--- src/rtl/bcd_disp_pkg.sv ---
// Shared 7-segment display definitions: widths, active-low segment table and BCD decode.
package bcd_disp_pkg;

  localparam int BCD_W = 4;
  localparam int SEG_W = 7;

  // Segment order {a,b,c,d,e,f,g}, MSB..LSB, active-low
  localparam logic [SEG_W-1:0] SEG_BLANK = 7'h7F;

  localparam logic [SEG_W-1:0] SEG_TABLE [10] = '{
    7'b0000001,  // 0
    7'b1001111,  // 1
    7'b0010010,  // 2
    7'b0000110,  // 3
    7'b1001100,  // 4
    7'b0100100,  // 5
    7'b0100000,  // 6
    7'b0001111,  // 7
    7'b0000000,  // 8
    7'b0000100   // 9
  };

  // Non-decimal codes show nothing rather than a misleading glyph
  function automatic logic [SEG_W-1:0] bcd_to_seg(input logic [BCD_W-1:0] bcd);
    logic [SEG_W-1:0] seg;
    case (bcd)
      4'd0:    seg = SEG_TABLE[0];
      4'd1:    seg = SEG_TABLE[1];
      4'd2:    seg = SEG_TABLE[2];
      4'd3:    seg = SEG_TABLE[3];
      4'd4:    seg = SEG_TABLE[4];
      4'd5:    seg = SEG_TABLE[5];
      4'd6:    seg = SEG_TABLE[6];
      4'd7:    seg = SEG_TABLE[7];
      4'd8:    seg = SEG_TABLE[8];
      4'd9:    seg = SEG_TABLE[9];
      default: seg = SEG_BLANK;
    endcase
    return seg;
  endfunction

endpackage

--- src/rtl/bcd_seg7_decoder.sv ---
// Single-digit BCD to active-low 7-segment decoder.
module bcd_seg7_decoder
  import bcd_disp_pkg::*;
(
  input  logic [BCD_W-1:0] bcd,
  output logic [SEG_W-1:0] seg
);

  assign seg = bcd_to_seg(bcd);

endmodule

--- src/rtl/bcd_tick_counter.sv ---
// Multi-digit BCD up/down counter stepped by a prescaled tick, with load,
// pause and leading-zero blanking on active-low 7-segment outputs.
module bcd_tick_counter
  import bcd_disp_pkg::*;
#(
  parameter int CLK_HZ   = 50_000_000,
  parameter int TICK_HZ  = 1,
  parameter int N_DIGITS = 4
) (
  input  logic                      G_CLOCK_50,
  input  logic                      G_RESET,
  input  logic                      I_EN,
  input  logic                      I_UP,
  input  logic                      I_LOAD,
  input  logic [BCD_W*N_DIGITS-1:0] I_LOAD_BCD,
  input  logic                      I_BLANK_LZ,
  output logic [BCD_W*N_DIGITS-1:0] O_BCD,
  output logic [SEG_W*N_DIGITS-1:0] O_HEX,
  output logic                      O_TICK,
  output logic                      O_WRAP
);

  localparam int DIV   = CLK_HZ / TICK_HZ;
  localparam int PRE_W = (DIV > 1) ? $clog2(DIV) : 1;
  localparam int BW    = BCD_W * N_DIGITS;

  localparam logic [PRE_W-1:0] PRE_LAST = PRE_W'(DIV - 1);

  if (((CLK_HZ % TICK_HZ) != 0) || (DIV < 2)) begin : g_bad_div
    $error("bcd_tick_counter: CLK_HZ must be an exact multiple of TICK_HZ with DIV >= 2");
  end
  if ((N_DIGITS < 1) || (N_DIGITS > 8)) begin : g_bad_digits
    $error("bcd_tick_counter: N_DIGITS must be in 1..8");
  end

  // Load values above 9 saturate to 9 so the digit chain never holds a non-decimal code
  function automatic logic [BCD_W-1:0] sat_bcd(input logic [BCD_W-1:0] d);
    return (d > 4'd9) ? 4'd9 : d;
  endfunction

  logic [PRE_W-1:0] pre_p0;
  logic             step_p0;
  logic [BW-1:0]    bcd_p1;
  logic             tick_p1;
  logic             wrap_p1;

  logic [BW-1:0]       bcd_nxt;
  logic                carry_out;
  logic [BW-1:0]       load_sat;
  logic [N_DIGITS-1:0] blank;
  logic [SEG_W*N_DIGITS-1:0] seg_raw;

  // ---- Stage p0: prescaler and step decision ----
  assign step_p0 = I_EN && (pre_p0 == PRE_LAST);

  // Ripple the +1 / -1 through the digits; carry_out set means every digit rolled over
  always_comb begin
    bcd_nxt   = bcd_p1;
    carry_out = 1'b1;
    for (int i = 0; i < N_DIGITS; i++) begin
      if (carry_out) begin
        if (I_UP) begin
          if (bcd_p1[i*BCD_W +: BCD_W] == 4'd9) begin
            bcd_nxt[i*BCD_W +: BCD_W] = 4'd0;
          end else begin
            bcd_nxt[i*BCD_W +: BCD_W] = bcd_p1[i*BCD_W +: BCD_W] + 4'd1;
            carry_out = 1'b0;
          end
        end else begin
          if (bcd_p1[i*BCD_W +: BCD_W] == 4'd0) begin
            bcd_nxt[i*BCD_W +: BCD_W] = 4'd9;
          end else begin
            bcd_nxt[i*BCD_W +: BCD_W] = bcd_p1[i*BCD_W +: BCD_W] - 4'd1;
            carry_out = 1'b0;
          end
        end
      end
    end
  end

  // Per-digit saturation of the parallel load value
  always_comb begin
    load_sat = '0;
    for (int i = 0; i < N_DIGITS; i++) begin
      load_sat[i*BCD_W +: BCD_W] = sat_bcd(I_LOAD_BCD[i*BCD_W +: BCD_W]);
    end
  end

  // ---- Stage p1: registered count and tick/wrap pulses ----
  // Reset beats load beats step; a step coinciding with a load is dropped
  always_ff @(posedge G_CLOCK_50) begin
    if (G_RESET) begin
      pre_p0  <= '0;
      bcd_p1  <= '0;
      tick_p1 <= 1'b0;
      wrap_p1 <= 1'b0;
    end else if (I_LOAD) begin
      pre_p0  <= '0;
      bcd_p1  <= load_sat;
      tick_p1 <= 1'b0;
      wrap_p1 <= 1'b0;
    end else begin
      tick_p1 <= step_p0;
      wrap_p1 <= step_p0 && carry_out;
      if (step_p0) begin
        pre_p0 <= '0;
        bcd_p1 <= bcd_nxt;
      end else if (I_EN) begin
        pre_p0 <= pre_p0 + PRE_W'(1);
      end
    end
  end

  assign O_BCD  = bcd_p1;
  assign O_TICK = tick_p1;
  assign O_WRAP = wrap_p1;

  // A digit above 0 blanks only while it and everything above it are zero
  always_comb begin
    logic lz;
    blank = '0;
    lz    = I_BLANK_LZ;
    for (int i = N_DIGITS - 1; i >= 1; i--) begin
      lz       = lz && (bcd_p1[i*BCD_W +: BCD_W] == 4'd0);
      blank[i] = lz;
    end
  end

  for (genvar g = 0; g < N_DIGITS; g++) begin : g_digit
    bcd_seg7_decoder u_dec (
      .bcd (bcd_p1[g*BCD_W +: BCD_W]),
      .seg (seg_raw[g*SEG_W +: SEG_W])
    );
    assign O_HEX[g*SEG_W +: SEG_W] = blank[g] ? SEG_BLANK : seg_raw[g*SEG_W +: SEG_W];
  end

endmodule

--- config.mk ---
export PLATFORM = sky130hd
export DESIGN_NAME = bcd_tick_counter
export DESIGN_NICKNAME = d
export VERILOG_FILES = /design/src/rtl/bcd_disp_pkg.sv /design/src/rtl/bcd_seg7_decoder.sv /design/src/rtl/bcd_tick_counter.sv
export SDC_FILE = /design/constraint.sdc
export NUM_CORES = 1
export LEC_CHECK = 0
export CORE_ASPECT_RATIO = 1.2
export CORE_MARGIN = 4
export CORE_UTILIZATION = 40
export DETAILED_ROUTE_END_ITERATION = 8
export GPL_TIMING_DRIVEN = 0
export HOLD_SLACK_MARGIN = 0.06
export PLACE_DENSITY_LB_ADDON = 0.12
export SYNTH_ARGS = -nofsm -noshare
export SYNTH_HDL_FRONTEND = slang
export SYNTH_SLANG_ARGS = --single-unit
--- constraint.sdc ---
create_clock -name G_CLOCK_50 -period 4.1 [get_ports G_CLOCK_50]
set_input_delay 0.82 -clock G_CLOCK_50 [delete_from_list [all_inputs] [get_ports G_CLOCK_50]]
set_output_delay 0.82 -clock G_CLOCK_50 [all_outputs]
set_load 0.03 [all_outputs]
==> results of run 1 <==
[cells by family (layout without fill, tap and decap cells)]
logic type / after synthesis / count (layout) / share of synthesized area
simple gates: 213 / 213 / 0.264
buf+inv: 64 / 147 / 0.0533
fa+ha+maj: 33 / 33 / 0.0897
mux: 9 / 9 / 0.0198
flops: 72 / 72 / 0.313
xor+xnor: 34 / 34 / 0.0647
compound gates: 121 / 121 / 0.195
[worst register-to-register path, delay by kind of cell, from the launching register on]
kind | cells | cell delay [ps]
fa+ha+maj | 2 | 500
compound gates | 3 | 1080
flops | 1 | 370
simple gates | 3 | 1030
buf+inv | 2 | 270
xor+xnor | 1 | 210
[state kept, by name, indices dropped and copies added, names as in the netlist]
name,cells
g_digit.u_dec.seg,28
pre_p0,26
O_BCD,16
O_TICK,1
O_WRAP,1
[cells in the final DEF, fill, tap and decap left out, types with 9 or more instances in the layout]
| cell | n |
|---|---|
| clkbuf_16 | 9 |
| o22a_1 | 9 |
| dfxtp_1 | 72 |
| clkdlybuf4s50_1 | 59 |
| nand2_1 | 28 |
| xor2_1 | 15 |
| ha_1 | 33 |
| nor2_1 | 57 |
| nand3_1 | 21 |
| o21ai_0 | 15 |
| inv_1 | 36 |
| clkbuf_1 | 18 |
| a31oi_1 | 14 |
| xnor2_1 | 19 |
| nand2b_1 | 33 |
| nor3_1 | 10 |
| a21oi_1 | 24 |
[per-stage QoR]
step / TNS, ps / hold WS (ps) / instance area (um^2)
finish: 0 / 523 / 5770
global route: 0 / 566 / 5770
CTS: 0 / 528 / 5750
detailed placement: -9340 / 510 / 5460
global placement: -8780 / 508 / 5460
floorplan: 0 / 485 / 4600
[how the worst max path moves through the flow]
stage | startpoint | to | slack (ps) | depth (start not counted)
6_report | I_LOAD | g_digit[3].u_dec.seg[6] | 210 | 10
5_1_grt | I_LOAD | g_digit[3].u_dec.seg[6] | 40 | 10
4_1_cts | O_BCD[9] | O_HEX[10] | 10 | 7
3_5_place_dp | I_UP | g_digit[2].u_dec.seg[3] | -920 | 14
3_3_place_gp | I_UP | g_digit[2].u_dec.seg[3] | -860 | 14
2_1_floorplan | I_UP | g_digit[2].u_dec.seg[3] | 440 | 13
[power breakdown]
group          switching, mW  internal (mW)  total (mW)
Clock                  0.294          0.427       0.721
Combinational          0.313          0.233       0.545
Sequential            0.0242          0.747       0.772
[layer usage]
metal / global-route usage / routed length (um) / vias up
met3: 0.0387 / 466 / 21
met5: 0 / 0 / -
met4: 0.0739 / 246 / 0
met1: 0.206 / 5110 / 2018
li1: - / - / 2096
met2: 0.318 / 5910 / 81
[repair_timing]
action,in CTS,in global routing
pin swaps,0,1
buffers inserted,0,1
resized for setup,25,4
setup endpoints to repair,17,12
[cell type report]
type                    count  share of cell area
multi-input cells         410               0.508
flip-flops and latches     72               0.250
repair buffers             67               0.117
clock buffers              12              0.0427
well taps                 154              0.0334
inverters                  40              0.0260
plain buffers              24              0.0171
clock inverters             4             0.00520
==> impl_metrics.ini, run 1 <==
[outcome]
outcome = completed

[cells_and_area]
drive_above_1_share = 0.100
fillers = 1136
multi_input_comb_area_um2 = 2930
finalNetCount = 679
fin_cells = 783
regArea_um2 = 1440
fin_util = 0.518
area_delta_synth_final_pct = 25.3
num_antenna_cells = 0

[hold_path]
min_to = pre_p0[23]
hold_depth = 2
hold_path_startpoint = pre_p0[23]
min_path_type = flop to flop

[clock_tree]
cts_tree = yes
cts-root-buf = clkbuf_16
insertion_delay_ps = 340
htreeDepth = 3
cts_buffers = 9
clk_pin_slew_ps = 60
cts_sinks = 72
cts_hold_buf = 0
clock_path_buffers = 2

[placed_design]
post-dp-hpwl_um = 8820
placed_cells = 766
preCtsSetupSlack_ps = -916
place.gp.congestion = 0.880
port_buffers = 66

[logic_synthesis]
synth_edf_count = 0
syn_area_um2 = 4600
seq_area_frac_synth = 0.313
yosysTopAreaCell = dfxtp_1
yosysUniqueCellTypes = 74
syn_nets = 601
ys_warn_count = 0
yosysMostFrequentCell = dfxtp_1
postSynthCellCount = 546
synth_area_leaders = dfxtp_1 (31%), ha_1 (9.0%), nor2_1 (4.6%), nand2b_1 (4.5%), xnor2_1 (3.6%)
synth_top_cell_area_share = 0.313
synth_common_cells = dfxtp_1 (72), nor2_1 (57), inv_1 (36)
avgSynthCellArea_um2 = 8.43
synth_seq_cells = 72
yosys_most_used_dff = dfxtp_1
async_reset_ff_frac = 0

[die]
rows = 42
io_pins = 68
initial_core_util = 0.413
core_um2 = 11100
die_w_um = 106
dieHeight_um = 126
die-area_um2 = 13300

[critical_path]
cp-start-kind = input port
crit_fanout = 10
r2r_start = O_BCD[4]
crit_arrival_ps = 4110
r2r_cells = 11
reg2reg_to = g_digit[3].u_dec.seg[6]
crit_type = input port to flop
cpMostUsedCell = clkbuf_1
worst-path-buf-inv = 5
reg2reg_slack_ps = 520
cp.required_ps = 4320
worstSetupEndpointType = flop
slowest_stage = clkdlybuf4s50_1
cpPeakStageDelay_ps = 510
path_cells = clkdlybuf4s50_1 -> clkbuf_1 -> clkbuf_1 -> buf_1 -> a31oi_1 -> o21ai_1 -> inv_1 -> ha_1 -> nor2b_1 -> o32a_1
path_delay_family = buffers and inverters

[sta]
worst_pin_slew_ps = 869
setup_ws_ps = 210
setup_violations = 0
period_minus_slack_ps = 3890
slew_headroom = 0.418
skew_ps = 9.50
finalMaxSlewViolations = 0
rsz0062_at_grt = no
timing.fmax_ghz = 0.257
hold_viol_final = 0
post-route-period-util = 0.949

[grt]
grt_max_degree = 13
grt_pass1_vias = 4104
gr-total-overflow = 0
grt_antenna_before_repair = 0
grt_pass1_wl_um = 19500
grt_usage = 0.179

[route]
avgViaCountPerCell = 5.38
route.antenna.remaining_nets = 0
drc = 0
drt-pass1-iter-count = 5
drt_iter0_drc = 142
num_vias = 4216
drt-total-wl_um = 11700
avgRoutedWirePerCell_um = 15.0

[pwr]
power.density_nw_per_um2 = 353
ir_worst_vdd_mv = 0.160
p_leak_nw = 2.29
finalPower_mw = 2.04

[run]
maxCapViolCount = 0
Power figures use the tool's default switching activity.
==> run 2, diff against run 1 <==
CTS_CLUSTER_SIZE = 40   (was not set)
PLACE_DENSITY_LB_ADDON = not set   (was 0.12)
==> run 2 against run 1 <==
Clock skew is 2.2 ps lower; combinational power about the same; largest power group unchanged; sequential share of layout area shrank 0.054 points; critical path depth grew 1; register-to-register slack worse by 210 ps; flip-flop and latch count is the same; sequential power hardly changed; non-clock buffer count fell by 2; cell count shrank 0.26%; global-route usage rose by 0.19 points; total power grew 2.4%.
==> impl_metrics.ini, run 2 (synthesis results as in run 1) <==
[die]
dieHeight_um = 126
io_pins = 68
rows = 42
die-area_um2 = 13300
die_w_um = 106
initial_core_util = 0.413
core_um2 = 11100

[clock_tree]
cts-root-buf = clkbuf_16
cts_buffers = 9
post_cts_buffers = 0
cts_tree = yes
clock_path_buffers = 2
insertion_delay_ps = 340
clk_pin_slew_ps = 60
htreeDepth = 3
cts_sinks = 72
cts_hold_buf = 0

[placed_design]
placed_area_um2 = 5460
post-dp-hpwl_um = 8930
port_buffers = 66
place.gp.congestion = 0.886
placed_cells = 766

[pwr]
finalPower_mw = 2.09
p_clk_frac = 0.368
internal_power_mw = 1.45
seq_power_share = 0.370
power.density_nw_per_um2 = 361
ir_worst_vdd_mv = 0.189
p_leak_nw = 2.30
p_comb_frac = 0.262
switching_power_mw = 0.636
switching_share = 0.305

[cells_and_area]
drive_above_1_share = 0.100
num_antenna_cells = 0
area_delta_synth_final_pct = 25.6
finalNetCount = 677
largest_reg_flops = 28
fillers = 1088
final_cell_area_um2 = 5780
layout_common_cells = dfxtp_1 (72), clkdlybuf4s50_1 (59), nor2_1 (57)
fin_util = 0.519
final_common_cell = dfxtp_1
fin_cells = 781

[sta]
skew_ps = 7.26
setup_violations = 0
finalMaxSlewViolations = 0
rsz0062_at_grt = no
slew_headroom = 0.486
post-route-period-util = 0.961
tns_ps = 0
timing.fmax_ghz = 0.254
period_minus_slack_ps = 3940
hold_viol_final = 0
worst_pin_slew_ps = 762

[critical_path]
cp.required_ps = 4320
cp-start-kind = input port
cpPeakStageDelay_ps = 620
crit_fanout = 19
crit_arrival_ps = 4160
slowest_stage = o21ai_0
worstSetupEndpointType = flop
path_cells = clkdlybuf4s50_1 -> buf_2 -> or3b_2 -> a21oi_1 -> nand4_4 -> xnor2_1 -> o21ai_0 -> inv_1 -> ha_1 -> nor2b_1 -> o32a_1
crit_type = input port to flop

[grt]
grt_antenna_before_repair = 0
grt_usage = 0.181
grt_max_degree = 20
grt_pass1_wl_um = 19700
gr-total-overflow = 0
grt_pass1_vias = 4133

[route]
drt-total-wl_um = 12000
drt_iter0_drc = 269
drt-pass1-iter-count = 5
num_vias = 4248
drc = 0
route.antenna.remaining_nets = 0
avgRoutedWirePerCell_um = 15.4
avgViaCountPerCell = 5.44

[hold_path]
min_path_type = flop to flop

[outcome]
outcome = completed

[run]
maxCapViolCount = 0
==> run 2: path summary, 6_finish.rpt <==
| check | start | to | slack (ps) | cells after the start |
|---|---|---|---|---|
| setup / recovery | I_UP | g_digit[3].u_dec.seg[3] | 160 | 11 |
| hold / removal | pre_p0[23] | pre_p0[23] | 540 | 2 |
| setup reg to reg | O_BCD[5] | g_digit[3].u_dec.seg[3] | 310 | 11 |
| hold reg to reg | pre_p0[23] | pre_p0[23] | 540 | 2 |
==> run 2: timing repair <==
action	4_1_cts	5_1_grt
pin swaps	0	0
resized for setup	24	4
setup endpoints to repair	19	10
==> run 2: power by group through the flow <==
stage          logic, mW  registers, mW  clock network, mW
2_1_floorplan      0.326          0.818                  0
3_3_place_gp       0.540          0.786                  0
3_5_place_dp       0.545          0.788                  0
4_1_cts            0.546          0.772              0.785
5_1_grt            0.591          0.778              0.823
6_report           0.547          0.772              0.767
==> run 2: layer usage <==
metal / part of all wire / wire length [um] / vias up / track usage
li1: - / - / 2093 / -
met2: 0.50 / 6030 / 128 / 0.312
met3: 0.047 / 562 / 19 / 0.0340
met1: 0.43 / 5140 / 2008 / 0.216
met4: 0.022 / 264 / 0 / 0.0823
met5: 0 / 0 / - / 0
==> run 2: worst max-delay path, delay by kind of cell <==
family	cells	cell delay, ps
compound gates	3	1200
xor+xnor	1	200
fa+ha+maj	1	220
buf+inv	3	850
simple gates	3	870
==> run 2: area by class of cell <==
cell class	count	area [um^2]	share of cell area
multi-input cells	410	2940	0.509
flip-flops and latches	72	1440	0.249
repair buffers	66	669	0.116
clock buffers	11	233	0.0403
well taps	154	193	0.0333
inverters	40	150	0.0260
plain buffers	23	93.8	0.0162
clock inverters	5	57.6	0.00995
==> run 2: per-stage QoR <==
stage | setup slack, ps | hold WS [ps]
detailed placement | -931 | 522
finish | 159 | 538
CTS | 33.9 | 542
global route | 12.5 | 562
floorplan | 443 | 485
global placement | -835 | 506
==> run 3, diff against run 2 <==
TNS_END_PERCENT = 5   (was not set)
==> results of run 3 <==
The final DEF is identical to that of run 2; final timing and power are the same.
